[config.mk]
export PLATFORM = sky130hd
export DESIGN_NAME = i2c_master
export DESIGN_NICKNAME = d
export VERILOG_FILES = /design/src/rtl/i2c_master.sv
export SDC_FILE = /design/constraint.sdc
export NUM_CORES = 1
export LEC_CHECK = 0
export ABC_AREA = 1
export CAP_MARGIN = 20
export CORE_MARGIN = 10
export CORE_UTILIZATION = 57
export CTS_BUF_LIST = sky130_fd_sc_hd__clkbuf_4 sky130_fd_sc_hd__clkbuf_8 sky130_fd_sc_hd__clkbuf_16
export DETAILED_ROUTE_END_ITERATION = 6
export PLACE_DENSITY = 0.84
export SLEW_MARGIN = 40
export SYNTH_ARGS = -nofsm -noshare
export SYNTH_HDL_FRONTEND = slang
export SYNTH_SLANG_ARGS = --single-unit
[constraint.sdc]
create_clock -name clk -period 4.78 [get_ports clk]
set_input_delay 0.956 -clock clk [delete_from_list [all_inputs] [get_ports clk]]
set_output_delay 0.956 -clock clk [all_outputs]
set_load 0.1 [all_outputs]
[src/rtl/i2c_master.sv]
// Single-byte I2C master: START, address+R/W, ACK, one data byte, ACK/NACK, STOP.
// Optional macro I2C_NACK_ABORT_EN: an address NACK jumps straight to STOP.
module i2c_master #(
  parameter int CLK_DIV = 4
) (
  input  logic       clk,
  input  logic       rst,
  input  logic       start,
  input  logic       rw,
  input  logic [6:0] addr,
  input  logic [7:0] wdata,
  output logic       busy,
  output logic       done,
  output logic       ack_err,
  output logic [7:0] rdata,
  output logic       scl,
  output logic       sda_out,
  input  logic       sda_in
);

  localparam int DIV_W = (CLK_DIV > 1) ? $clog2(CLK_DIV) : 1;
  localparam logic [DIV_W-1:0] DIV_MAX = DIV_W'(CLK_DIV - 1);

  typedef enum logic [2:0] {
    S_IDLE, S_START, S_ADDR, S_ACK1, S_WRITE, S_READ, S_ACK2, S_STOP
  } state_t;

  state_t           state_q, state_d;
  logic [DIV_W-1:0] div_q, div_d;
  logic [1:0]       qtr_q, qtr_d;
  logic [2:0]       bit_q, bit_d;
  logic [6:0]       addr_q;
  logic             rw_q;
  logic [7:0]       wdata_q;
  logic [6:0]       rd_sh_q;
  logic [7:0]       tx_byte;
  logic             qtr_end, step_end, sample, accept;
  logic             scl_d, sda_d;

  // Line levels for a given step position; q[1] marks the SCL-high half of a step.
  function automatic logic [1:0] line_levels(input state_t st, input logic [1:0] q,
                                             input logic tx_bit);
    logic hi;
    hi = q[1];
    case (st)
      S_IDLE:          return 2'b11;
      S_START:         return {1'b1, ~hi};
      S_ADDR, S_WRITE: return {hi, tx_bit};
      S_STOP:          return {hi, q == 2'd3};
      default:         return {hi, 1'b1};
    endcase
  endfunction

  assign qtr_end  = (div_q == DIV_MAX);
  assign step_end = qtr_end && (qtr_q == 2'd3);
  assign sample   = qtr_end && (qtr_q == 2'd2);
  assign accept   = start && (!busy || (state_q == S_STOP && step_end));

  always_comb begin
    state_d = state_q;
    div_d   = div_q;
    qtr_d   = qtr_q;
    bit_d   = bit_q;
    if (state_q != S_IDLE) begin
      div_d = qtr_end ? '0 : div_q + 1'b1;
      if (qtr_end) qtr_d = qtr_q + 2'd1;
      if (step_end) begin
        bit_d = '0;
        case (state_q)
          S_START: state_d = S_ADDR;
          S_ADDR: begin
            if (bit_q == 3'd7) state_d = S_ACK1;
            else               bit_d   = bit_q + 3'd1;
          end
          S_ACK1: begin
`ifdef I2C_NACK_ABORT_EN
            state_d = ack_err ? S_STOP : (rw_q ? S_READ : S_WRITE);
`else
            state_d = rw_q ? S_READ : S_WRITE;
`endif
          end
          S_WRITE, S_READ: begin
            if (bit_q == 3'd7) state_d = S_ACK2;
            else               bit_d   = bit_q + 3'd1;
          end
          S_ACK2:  state_d = S_STOP;
          default: state_d = S_IDLE;
        endcase
      end
    end
    if (accept) begin
      state_d = S_START;
      div_d   = '0;
      qtr_d   = '0;
      bit_d   = '0;
    end
  end

  // Lines are registered from the next-state position so they never glitch.
  always_comb begin
    tx_byte        = (state_d == S_ADDR) ? {addr_q, rw_q} : wdata_q;
    {scl_d, sda_d} = line_levels(state_d, qtr_d, tx_byte[3'd7 - bit_d]);
  end

  always_ff @(posedge clk or posedge rst) begin
    if (rst) begin
      state_q <= S_IDLE;
      div_q   <= '0;
      qtr_q   <= '0;
      bit_q   <= '0;
      busy    <= 1'b0;
      done    <= 1'b0;
      ack_err <= 1'b0;
      rdata   <= '0;
      scl     <= 1'b1;
      sda_out <= 1'b1;
    end else begin
      state_q <= state_d;
      div_q   <= div_d;
      qtr_q   <= qtr_d;
      bit_q   <= bit_d;
      busy    <= (state_d != S_IDLE);
      done    <= (state_q == S_STOP) && step_end;
      scl     <= scl_d;
      sda_out <= sda_d;
      if (accept)
        ack_err <= 1'b0;
      else if (sample && sda_in && (state_q == S_ACK1 || (state_q == S_ACK2 && !rw_q)))
        ack_err <= 1'b1;
      if (sample && state_q == S_READ && bit_q == 3'd7)
        rdata <= {rd_sh_q, sda_in};
    end
  end

  // Command and shift data carry no reset; they are always loaded before use.
  always_ff @(posedge clk) begin
    if (accept) begin
      addr_q  <= addr;
      rw_q    <= rw;
      wdata_q <= wdata;
    end
    if (sample && state_q == S_READ)
      rd_sh_q <= {rd_sh_q[5:0], sda_in};
  end

endmodule
# Word-level counts from Yosys, hierarchy flattened
# Index checks and enable logic that the tools add are counted.
[totals]
register_bits = 46
[classes]
bitwise = 1
eq_ne = 16
add_sub_neg = 4
mux = 24
n_reduce_logical = 21
magnitude_cmp = 1
[op_table]
columns = ["op", "n"]
rows = [
  ["$mux W3", 10],
  ["$eq A3 B3 Y1 const B", 7],
  ["$pmux W3 S5", 1],
  ["$mux W2", 6],
  ["$eq A3 B2 Y1 const B", 3],
  ["$logic_and A1 B1 Y1", 9],
  ["$eq A2 B2 Y1 const B", 4],
  ["$mux W8", 1],
  ["$pmux W2 S4", 1],
  ["$eq A3 B1 Y1 const B", 2],
  ["$reduce_bool A3 Y1", 2],
  ["$add A2 B1 Y2 const B", 2],
  ["$lt A3 B4 Y1 const B", 1],
  ["$mux W1", 4],
  ["$reduce_bool A2 Y1", 2],
  ["$reduce_or A2 Y1", 2],
  ["$add A3 B1 Y3 const B", 1],
  ["$bmux W1 S3", 1],
  ["$logic_not A3 Y1", 1],
  ["$reduce_or A3 Y1", 1],
  ["$sub A3 B3 Y3 const A", 1],
  ["$logic_not A1 Y1", 2],
  ["$logic_or A1 B1 Y1", 2],
  ["$not A1 Y1", 1],
]

# Longest topological paths before layout
# Gate-level depths: netlist (run 1).
[depth]
ltp_word = 11
ltp_mapped = 16
depth_no_buf = 16

# Worst setup path after synthesis (run 1)
# OpenSTA, ideal clock, no wires.
[synth_timing]
path_kind = "register to register"
from = "register busy"
to = "register sda_out"
synth_period_minus_slack_ps = 2168
setup_time_ps = 76
required_time_ps = 4704
path_buffers = 0
arrival_ps = 2092
stages_incl_launch_ff = 12
path_slack_ps = 2612
path_cell_list = "dfrtp_1 -> inv_1 -> nor2_2 -> nor2_8 -> nor2_4 -> nand3_4 -> nand2_1 -> nand3_1 -> nand3_1 -> nand3_1 -> nand3_1 -> nand2_1"
[synth_via]
elab_chain_cells = 9
word_cells_on_any_way = 19
[synth_lines]
columns = ["element", "line_no", "rtl"]
rows = [
  ["start, declared", "12", "output logic busy,"],
  ["start signal, assigned", "122", "busy <= (state_d != S_IDLE);"],
  ["$logic_not A1 Y1 *", "57", "assign accept = start && (!busy || (state_q == S_STOP && step_end));"],
  ["$logic_or A1 B1 Y1 *", "57", ""],
  ["$logic_and A1 B1 Y1 *", "57", ""],
  ["via accept", "37", "logic qtr_end, step_end, sample, accept;"],
  ["$mux W3 *", "91", "if (accept) begin"],
  ["via state_d[1]", "28", "state_t state_q, state_d;"],
  ["$eq A3 B2 Y1", "45, 101", ""],
  ["$mux W8", "101", "tx_byte = (state_d == S_ADDR) ? {addr_q, rw_q} : wdata_q;"],
  ["$bmux W1 S3", "102", "{scl_d, sda_d} = line_levels(state_d, qtr_d, tx_byte[3'd7 - bit_d]);"],
  ["$mux W1 (implied by the code)", "102", ""],
  ["$pmux W2 S4 *", "45", "case (st)"],
  ["via sda_d", "38", "logic scl_d, sda_d;"],
  ["end signal, assigned", "116", "sda_out <= 1'b1;"],
  ["end signal, assigned", "125", "sda_out <= sda_d;"],
  ["end, declared", "17", "output logic sda_out,"],
]
# The timed path passes the listed nets; every way through them passes the cells marked *. The select of a mux whose other input is x is not followed.
# A chain may end at the register's enable or synchronous reset.

# Worst setup path in the final report (run 1)
[layout_timing]
from = "input port start"
to = "register sda_out"
[layout_via]
elab_chain_cells = 7
word_cells_on_any_way = 17
[layout_lines]
columns = ["element", "line_no", "rtl"]
rows = [
  ["start, declared", "8", "input logic start,"],
  ["$logic_and A1 B1 Y1 *", "57", ""],
  ["via accept", "37", ""],
  ["$mux W3 *", "91", ""],
  ["via state_d[1]", "28", ""],
  ["$eq A3 B2 Y1", "45, 101", ""],
  ["$mux W8", "101", ""],
  ["$bmux W1 S3", "102", ""],
  ["$mux W1 (implied by the code)", "102", ""],
  ["$pmux W2 S4 *", "45", ""],
  ["via sda_d", "38", ""],
]
# Marks and branches as above.

==> results of run 1 <==
[placed cells by master (no fill, tap or decap), types with 6 or more instances in the layout]
cell type and count:
buf_2 13, clkdlybuf4s50_1 19, dfrtp_1 21, edfxtp_1 23
inv_1 17, mux2_2 7, nand2_1 38, nand3_1 21
nor2_1 14, nor2_2 6, o21ai_0 6
[sequential cells by signal, indices dropped and copies added (netlist names), 2 cells and up]
signal / cells
wdata_q: 8
bit_q: 3
state_q: 3
addr_q: 7
rdata: 8
rd_sh_q: 7
div_q: 2
qtr_q: 2
[layer usage]
metal	share of wire	wire length, um
met1	0.38	1500
met2	0.52	2080
met3	0.085	336
met4	0.014	57
met5	0	0
[where the power goes]
| group | leakage, nW | internal [mW] | switching [mW] |
|---|---|---|---|
| clock | 0.0593 | 0.168 | 0.120 |
| combinational | 0.557 | 0.123 | 0.287 |
| sequential | 0.501 | 0.484 | 0.0471 |
[final timing paths]
kind	startpoint	endpoint	slack, ns	depth (start not counted)
max	start	sda_out	2.38	11
min	rd_sh_q[5]	rd_sh_q[6]	0.45	0
max reg2reg	div_q[0]	sda_out	2.50	12
min reg2reg	rd_sh_q[5]	rd_sh_q[6]	0.45	0
max in group asynchronous	rst	scl	3.42	2
min in group asynchronous	rst	rdata[6]	1.01	2
[layout make-up]
cell class                      instances  area, um2
Fill cell                             266       1090
Timing Repair Buffer                   32        255
Clock buffer                            7       83.8
Tap cell                               48       60.1
Multi-Input combinational cell        124        759
Inverter                               23       87.6
Sequential cell                        46       1270
Clock inverter                          1       30.0
[logic make-up after synthesis]
group                    after synthesis  synth area share
buffers and inverters                 24            0.0465
flip-flops                            46             0.596
AND/OR/NAND/NOR                       94             0.230
multiplexers                           7            0.0371
AO/OA/AOI/OAI                         16            0.0524
XOR/XNOR                               2           0.00824
adder cells (fa/ha/maj)                5            0.0294
==> impl_metrics.tcl, run 1 <==
set metrics [dict create \
    status "completed" \
    worst-path-buf-inv 2 \
    synth_top_area_cell "edfxtp_1" \
    critPathLaunchType "input port" \
    dp_hpwl_um 2990 \
    postRouteAntennaNets 0 \
    fin_util 0.700 \
    clock-root-buffer "clkbuf_8" \
    power.total_mw 1.23 \
    final-setup-viol-count 0 \
    ioPinCount 33 \
    place_ws_ns 2.09 \
    ys.flop_type "edfxtp_1" \
    drt_iter0_drc 98 \
    critical_path_class "in2reg" \
    placementRows 22 \
    setup_slack_ns 2.38 \
    crit_chain "clkdlybuf4s50_1 > inv_1 > nor2_8 > nor2_4 > nand3_4 > nand2_1 > nand3_1 > nand3_1 > nand3_1 > nand3_1 > nand2_1" \
    post_cts_resize_count 0 \
    synth_seq_cells 46 \
    yosysWarnings 0 \
    first_pass_iters 5 \
    wirelength_um 3970 \
    path_max_fanout 20 \
    leakagePower_nw 1.12 \
    worstHoldPathType "reg2reg" \
    grt.total_usage 0.133 \
    synth_area_um2 2130 \
    core_um2 3630 \
    dieArea_um2 6570 \
    start_util 0.585 \
    synth_most_common_cell "nand2_1" \
    nNetsFinal 257 \
    synth_area_leaders "edfxtp_1 (32%), dfrtp_1 (25%), nand2_1 (6.7%)" \
    grt_antenna_before_repair 0 \
    die_w_um 81.1 \
    grt_max_degree 24 \
    fmax_mhz 417 \
    slew_violations 0 \
    drive_above_1_share 0.253 \
    htreeDepth 2 \
    area_growth_pct 19.6 \
    vias 1456 \
    crit_path_top_delay_cell "clkdlybuf4s50_1" \
    grt_pass1_vias 1474 \
    cts_setup_buffers 0 \
    ctsHoldBuffers 0 \
    port_buffers 32 \
    synth.distinct_cells 29 \
    cts_sinks 46 \
    grt_pass1_wl_um 6760 \
    fin_cells 281 \
    gp_congestion 0.786 \
    cts.clk_slew.worst_paths_ns 0.08 \
    max-cap-violations 0 \
    grt_overflow_total 0 \
    tightest_slew_ns 0.555 \
    tns_ns 0 \
    end_kind "register" \
    crit_arrival_ns 2.64 \
    antennaDiodeCount 0 \
    synth_edf_count 23 \
    cts_buffers 5 \
    place_area_um2 2430 \
    worst_hold_slack_ns 0.453 \
    layout_min_cycle_time_ns 2.40 \
    synth.top_cell.area_share 0.325 \
    synth_area_per_cell_um2 11.0 \
    async_reset_ff_frac 0.500 \
    grtUsageMet3 0.0541 \
    final_area_um2 2540 \
    drc 0 \
    vias_per_cell 5.18 \
    fin_skew_ns 0.00492 \
    critPathMaxStageDelay_ns 0.51 \
    yosysSeqAreaShare 0.596 \
    rsz0062_at_grt "false" \
    netlist_top_cells_count "nand2_1 (38), edfxtp_1 (23), dfrtp_1 (21), nand3_1 (21), inv_1 (18)" \
    fp.dieH_um 81.1 \
    syn-num-nets 219 \
    power_density_nw_per_um2 483 \
    use_met2 0.229 \
    hold_violations 0 \
    grt_busiest_layer "met2" \
    cts_buffer_depth 2 \
    synthesis.instances 194 \
    met1_usage 0.145 \
    cp_common_cell "nand3_1" \
    max-vdd-ir-drop_mv 0.300 \
    period_share 0.502 \
    cts_tree "yes" \
    dp_cells 273 \
    insertion_delay_ns 0.29 \
    cp_top_family "simple AND/OR/NAND/NOR gates" \
    relSlewSlack 0.628 \
    required_ns 5.02 \
    wl_per_cell_um 14.1 \
]
Note: power is estimated with default switching activity, not from simulation.
==> run 2, diff against run 1 <==
CORE_UTILIZATION = 48   (was 57)
PLACE_DENSITY = 0.75   (was 0.84)
clock period = 2 ns   (was 4.78 ns; I/O delays follow)
==> impl_metrics.tcl, run 2 (synthesized netlist as in run 1, its figures left out) <==
set metrics [dict create \
    status "completed" \
    final_cell_mix "nand2_1 (34), buf_4 (26), edfxtp_1 (23)" \
    relSlewSlack 0.796 \
    grt.total_usage 0.114 \
    cts_buffers 5 \
    layout_min_cycle_time_ns 1.98 \
    wl_per_cell_um 13.3 \
    drc 0 \
    postRouteAntennaNets 0 \
    cts.clk_slew.worst_paths_ns 0.08 \
    required_ns 2.24 \
    ctsHoldBuffers 0 \
    start_util 0.492 \
    vias 1507 \
    fin_skew_ns 0.00552 \
    htreeDepth 2 \
    ioPinCount 33 \
    dieArea_um2 7490 \
    n_fill_cell 345 \
    place_ws_ns -0.0137 \
    drt_iter0_drc 73 \
    power_density_nw_per_um2 1120 \
    drive_above_1_share 0.355 \
    setup_slack_ns 0.0247 \
    end_kind "register" \
    rsz0062_at_grt "true" \
    cts_sinks 46 \
    dp_hpwl_um 3040 \
    clock-root-buffer "clkbuf_8" \
    place_area_um2 2580 \
    vias_per_cell 5.02 \
    max-cap-violations 0 \
    crit_arrival_ns 2.22 \
    wirelength_um 3980 \
    tightest_slew_ns 0.306 \
    leakagePower_nw 1.21 \
    final_area_um2 2790 \
    placementRows 24 \
    critPathLaunchType "register" \
    nNetsFinal 272 \
    grt_pass1_vias 1532 \
    insertion_delay_ns 0.29 \
    antennaDiodeCount 0 \
    gp_congestion 0.834 \
    cts_tree "yes" \
    max-vdd-ir-drop_mv 0.678 \
    path_max_fanout 8 \
    final-setup-viol-count 0 \
    grt_antenna_before_repair 0 \
    grt_max_degree 24 \
    first_pass_iters 4 \
    area_growth_pct 31.1 \
    hold_violations 0 \
    fp.dieH_um 86.6 \
    critical_path_class "reg2reg" \
    cts_buffer_depth 2 \
    die_w_um 86.6 \
    grt_pass1_wl_um 6890 \
    port_buffers 32 \
    reg.largest.list "rdata x8, wdata_q x8" \
    slew_violations 0 \
    worstHoldPathType "in2async" \
    fmax_mhz 506 \
    period_share 0.988 \
    grt_overflow_total 0 \
    final_common_cell "nand2_1" \
    core_um2 4320 \
]
==> run 2: cell types whose count changed in the layout (fill, tap and decap cells not counted), moves of 3 or more <==
cell	delta
buf_4	+26
nand2_2	+4
buf_2	-13
ha_1	-3
nand3_1	-5
nand3_2	+4
nand2_1	-4
==> run 2: where the power goes <==
part           total (mW)  switching (mW)  internal (mW)
sequential           1.28           0.121           1.16
clock               0.666           0.298          0.368
combinational        1.19           0.727          0.461
total                3.13            1.15           1.99
==> run 2: per-layer routing <==
layer  track usage  vias to the layer above  part of all wire
li1              -                      752                 -
met1         0.136                      719              0.43
met2         0.185                       31              0.50
met3        0.0450                        5             0.058
met4        0.0324                        0             0.011
met5             0                        -                 0
==> run 2: repair_timing <==
item,CTS,global route
buffers inserted,2,1
setup endpoints to repair,1,1
resized for setup,1,17
pin swaps,2,20
==> run 2: cell type report <==
type                            instances  area [um2]  share of cell area
Inverter                               23        88.8              0.0319
Multi-Input combinational cell        124         830               0.298
Tap cell                               52        65.1              0.0233
Clock buffer                            5        68.8              0.0247
Clock inverter                          3        40.0              0.0144
Timing Repair Buffer                   47         425               0.153
Sequential cell                        46        1270               0.456
==> run 2: path summary, 6_finish.rpt <==
kind | start | to | slack, ns | depth (start not counted)
worst min-delay path | rst | rdata[3] | 0.45 | 3
worst max register to register | bit_q[1] | sda_out | 0.02 | 16
max in group asynchronous | rst | sda_out | 1.26 | 3
worst min register to register | rd_sh_q[2] | rd_sh_q[3] | 0.46 | 0
worst max-delay path | bit_q[1] | sda_out | 0.02 | 16
min in group clk | rd_sh_q[2] | rd_sh_q[3] | 0.46 | 0
==> run 2: worst max-delay path, stage by stage (launching register included) <==
cell	delay (ns)
dfrtp_1	0.37
ha_2	0.20
ha_4	0.15
inv_2	0.04
nand2_1	0.05
nand2_1	0.06
nand2_2	0.09
nand2_2	0.05
nor2_2	0.11
nand3_2	0.10
nor2_4	0.23
nand2_1	0.07
nand3_1	0.10
nand3_1	0.10
nand3_2	0.08
nand3_1	0.06
nand2_1	0.07
==> run 2: per-stage QoR <==
stage	power, mW	cells	hold WS [ns]	utilization	setup TNS, ns
floorplan	2.07	194	0.400	-	0
global placement	2.38	289	0.435	0.598	0
CTS	3.09	299	0.453	0.627	0
detailed placement	2.40	289	0.435	0.598	-0.0137
finish	3.13	300	0.448	0.645	0
global route	3.35	300	0.470	0.645	-0.154
==> run 3, diff against run 2 <==
ABC_AREA = unset   (was 1)
==> impl_metrics.tcl, run 3 <==
set metrics [dict create \
    worst_hold_slack_ns 0.431 \
    grt_pass1_wl_um 8080 \
    ctsHoldBuffers 0 \
    nNetsFinal 259 \
    postRouteAntennaNets 0 \
    synth_area_per_cell_um2 13.3 \
    port_buffers 32 \
    grt_max_degree 24 \
    critPathLaunchType "register" \
    setup_slack_ns -0.242 \
    wirelength_um 4890 \
    htreeDepth 2 \
    synth.distinct_cells 55 \
    dp_hpwl_um 3770 \
    drive_above_1_share 0.421 \
    fin_cells 287 \
    leakagePower_nw 1.23 \
    critPathMaxStageDelay_ns 0.40 \
    insertion_delay_ns 0.30 \
    dieArea_um2 7860 \
    crit_arrival_ns 2.46 \
    final-setup-viol-count 1 \
    synth.top_cell.area_share 0.305 \
    grt_antenna_before_repair 0 \
    fp.dieH_um 88.7 \
    vias_per_cell 5.51 \
    grt.total_usage 0.133 \
    vias 1582 \
    path_max_fanout 5 \
    antennaDiodeCount 0 \
    yosysSeqAreaShare 0.561 \
    hold_violations 0 \
    die_w_um 88.7 \
    required_ns 2.22 \
    cts_sinks 46 \
    max-vdd-ir-drop_mv 0.725 \
    drc 0 \
    synth_edf_count 23 \
    cts_buffers 5 \
    place_ws_ns -0.350 \
    power.total_mw 4.11 \
    first_pass_iters 4 \
    max-cap-violations 0 \
    worstHoldPathType "in2async" \
    critical_path_class "reg2reg" \
    place_area_um2 2820 \
    status "finished with violations" \
    cts_tree "yes" \
    placementRows 24 \
    yosysWarnings 0 \
    dp_cells 278 \
    final_common_cell "buf_4" \
    slew_violations 0 \
    synth_most_common_cell "edfxtp_1" \
    final_area_um2 3020 \
    synth_area_leaders "edfxtp_1 (31%), dfrtp_1 (23%), mux2_2 (5.5%)" \
    tightest_slew_ns 0.435 \
    crit_path_top_delay_cell "dfrtp_1" \
    wl_per_cell_um 17.0 \
    crit_chain "ha_2 > ha_4 > and3_4 > or3_1 > a21oi_2 > o311ai_2 > a311oi_2 > a21oi_1 > o2111ai_1" \
    fin_skew_ns 0.00523 \
    rsz0062_at_grt "true" \
    violations "negative setup slack" \
    layout_min_cycle_time_ns 2.24 \
    grt_overflow_total 0 \
    relSlewSlack 0.710 \
    clock-root-buffer "clkbuf_8" \
    start_util 0.506 \
    ys.flop_type "edfxtp_1" \
    gp_congestion 0.847 \
    async_reset_ff_frac 0.500 \
    synth_area_um2 2260 \
    ff2ff_setup_slack_ns -0.24 \
    fmax_mhz 446 \
    synthesis.instances 170 \
    netlist_top_cells_count "edfxtp_1 (23), dfrtp_1 (21), nor2_1 (15)" \
    reg.largest.list "rdata x8, wdata_q x8" \
    cts_buffer_depth 2 \
    power_density_nw_per_um2 1360 \
    syn-num-nets 195 \
    cts.clk_slew.worst_paths_ns 0.09 \
    drt_iter0_drc 101 \
    synth_seq_cells 46 \
    core_um2 4470 \
    synth_top_area_cell "edfxtp_1" \
    grt_pass1_vias 1767 \
    final_cell_mix "buf_4 (43), edfxtp_1 (23), clkdlybuf4s50_1 (19)" \
    period_share 1.12 \
    area_growth_pct 33.3 \
    end_kind "register" \
    ioPinCount 33 \
]
==> run 3: cell count changes after synthesis, sizes merged, moves of 4 or more <==
| cell | delta |
|---|---|
| mux2 | +4 |
| o2111ai | +4 |
| nand3 | -22 |
| mux2i | +7 |
| buf | +6 |
| nand2 | -31 |
| inv | -17 |
| nor2 | -6 |
==> run 3: per-layer routing <==
metal	share of wire	global-route usage
met1	0.38	0.139
met3	0.062	0.0506
met2	0.53	0.229
met4	0.030	0.0705
met5	0	0
==> run 3: cell families (layout without fill, tap and decap cells) <==
logic type	count (synthesis)	after routing	synth area share
simple gates	53	53	0.137
flops	46	46	0.561
compound gates	33	33	0.135
mux	18	18	0.0912
buf+inv	13	78	0.0409
fa+ha+maj	5	5	0.0276
xor+xnor	2	2	0.00774
==> run 3: report_power, final <==
| group | internal [mW] | switching (mW) | total (mW) |
|---|---|---|---|
| clock network | 0.533 | 0.311 | 0.844 |
| logic | 0.821 | 1.06 | 1.88 |
| registers | 1.20 | 0.188 | 1.39 |
| total | 2.55 | 1.55 | 4.11 |
==> run 3: cell type report <==
cell class | count | area, um2
Fill cell | 318 | 1460
Sequential cell | 46 | 1270
Multi-Input combinational cell | 111 | 956
Timing Repair Buffer | 64 | 553
Clock buffer | 6 | 82.6
Tap cell | 52 | 65.1
Clock inverter | 2 | 60.1
Inverter | 6 | 27.5
==> run 3: worst paths after layout <==
path                            cells past startpoint          to        from
max in group asynchronous                           3     sda_out         rst
worst max register to register                      9     sda_out    bit_q[0]
worst min-delay path                                3    rdata[4]         rst
worst min register to register                      0  rd_sh_q[1]  rd_sh_q[0]
min in group clk                                    0  rd_sh_q[1]  rd_sh_q[0]
worst max-delay path                                9     sda_out    bit_q[0]
==> run 3: worst max-delay path, delay by kind of cell, from the launching register on <==
kind,cells,cell delay (ns)
fa+ha+maj,2,0.39
compound gates,5,0.91
simple gates,2,0.47
flops,1,0.40
==> run 3: metrics by stage <==
step | TNS [ns] | util
after floorplan | -0.0438 | -
after global routing | -0.323 | 0.674
after CTS | -0.291 | 0.666
after detailed placement | -0.350 | 0.629
final | -0.242 | 0.674
after global placement | -0.194 | 0.629
==> run 3: what timing repair did <==
| item | 4_1_cts | 5_1_grt |
|---|---|---|
| buffers inserted | 0 | 1 |
| resized for setup | 4 | 6 |
| setup endpoints to repair | 1 | 10 |
| pin swaps | 5 | 6 |
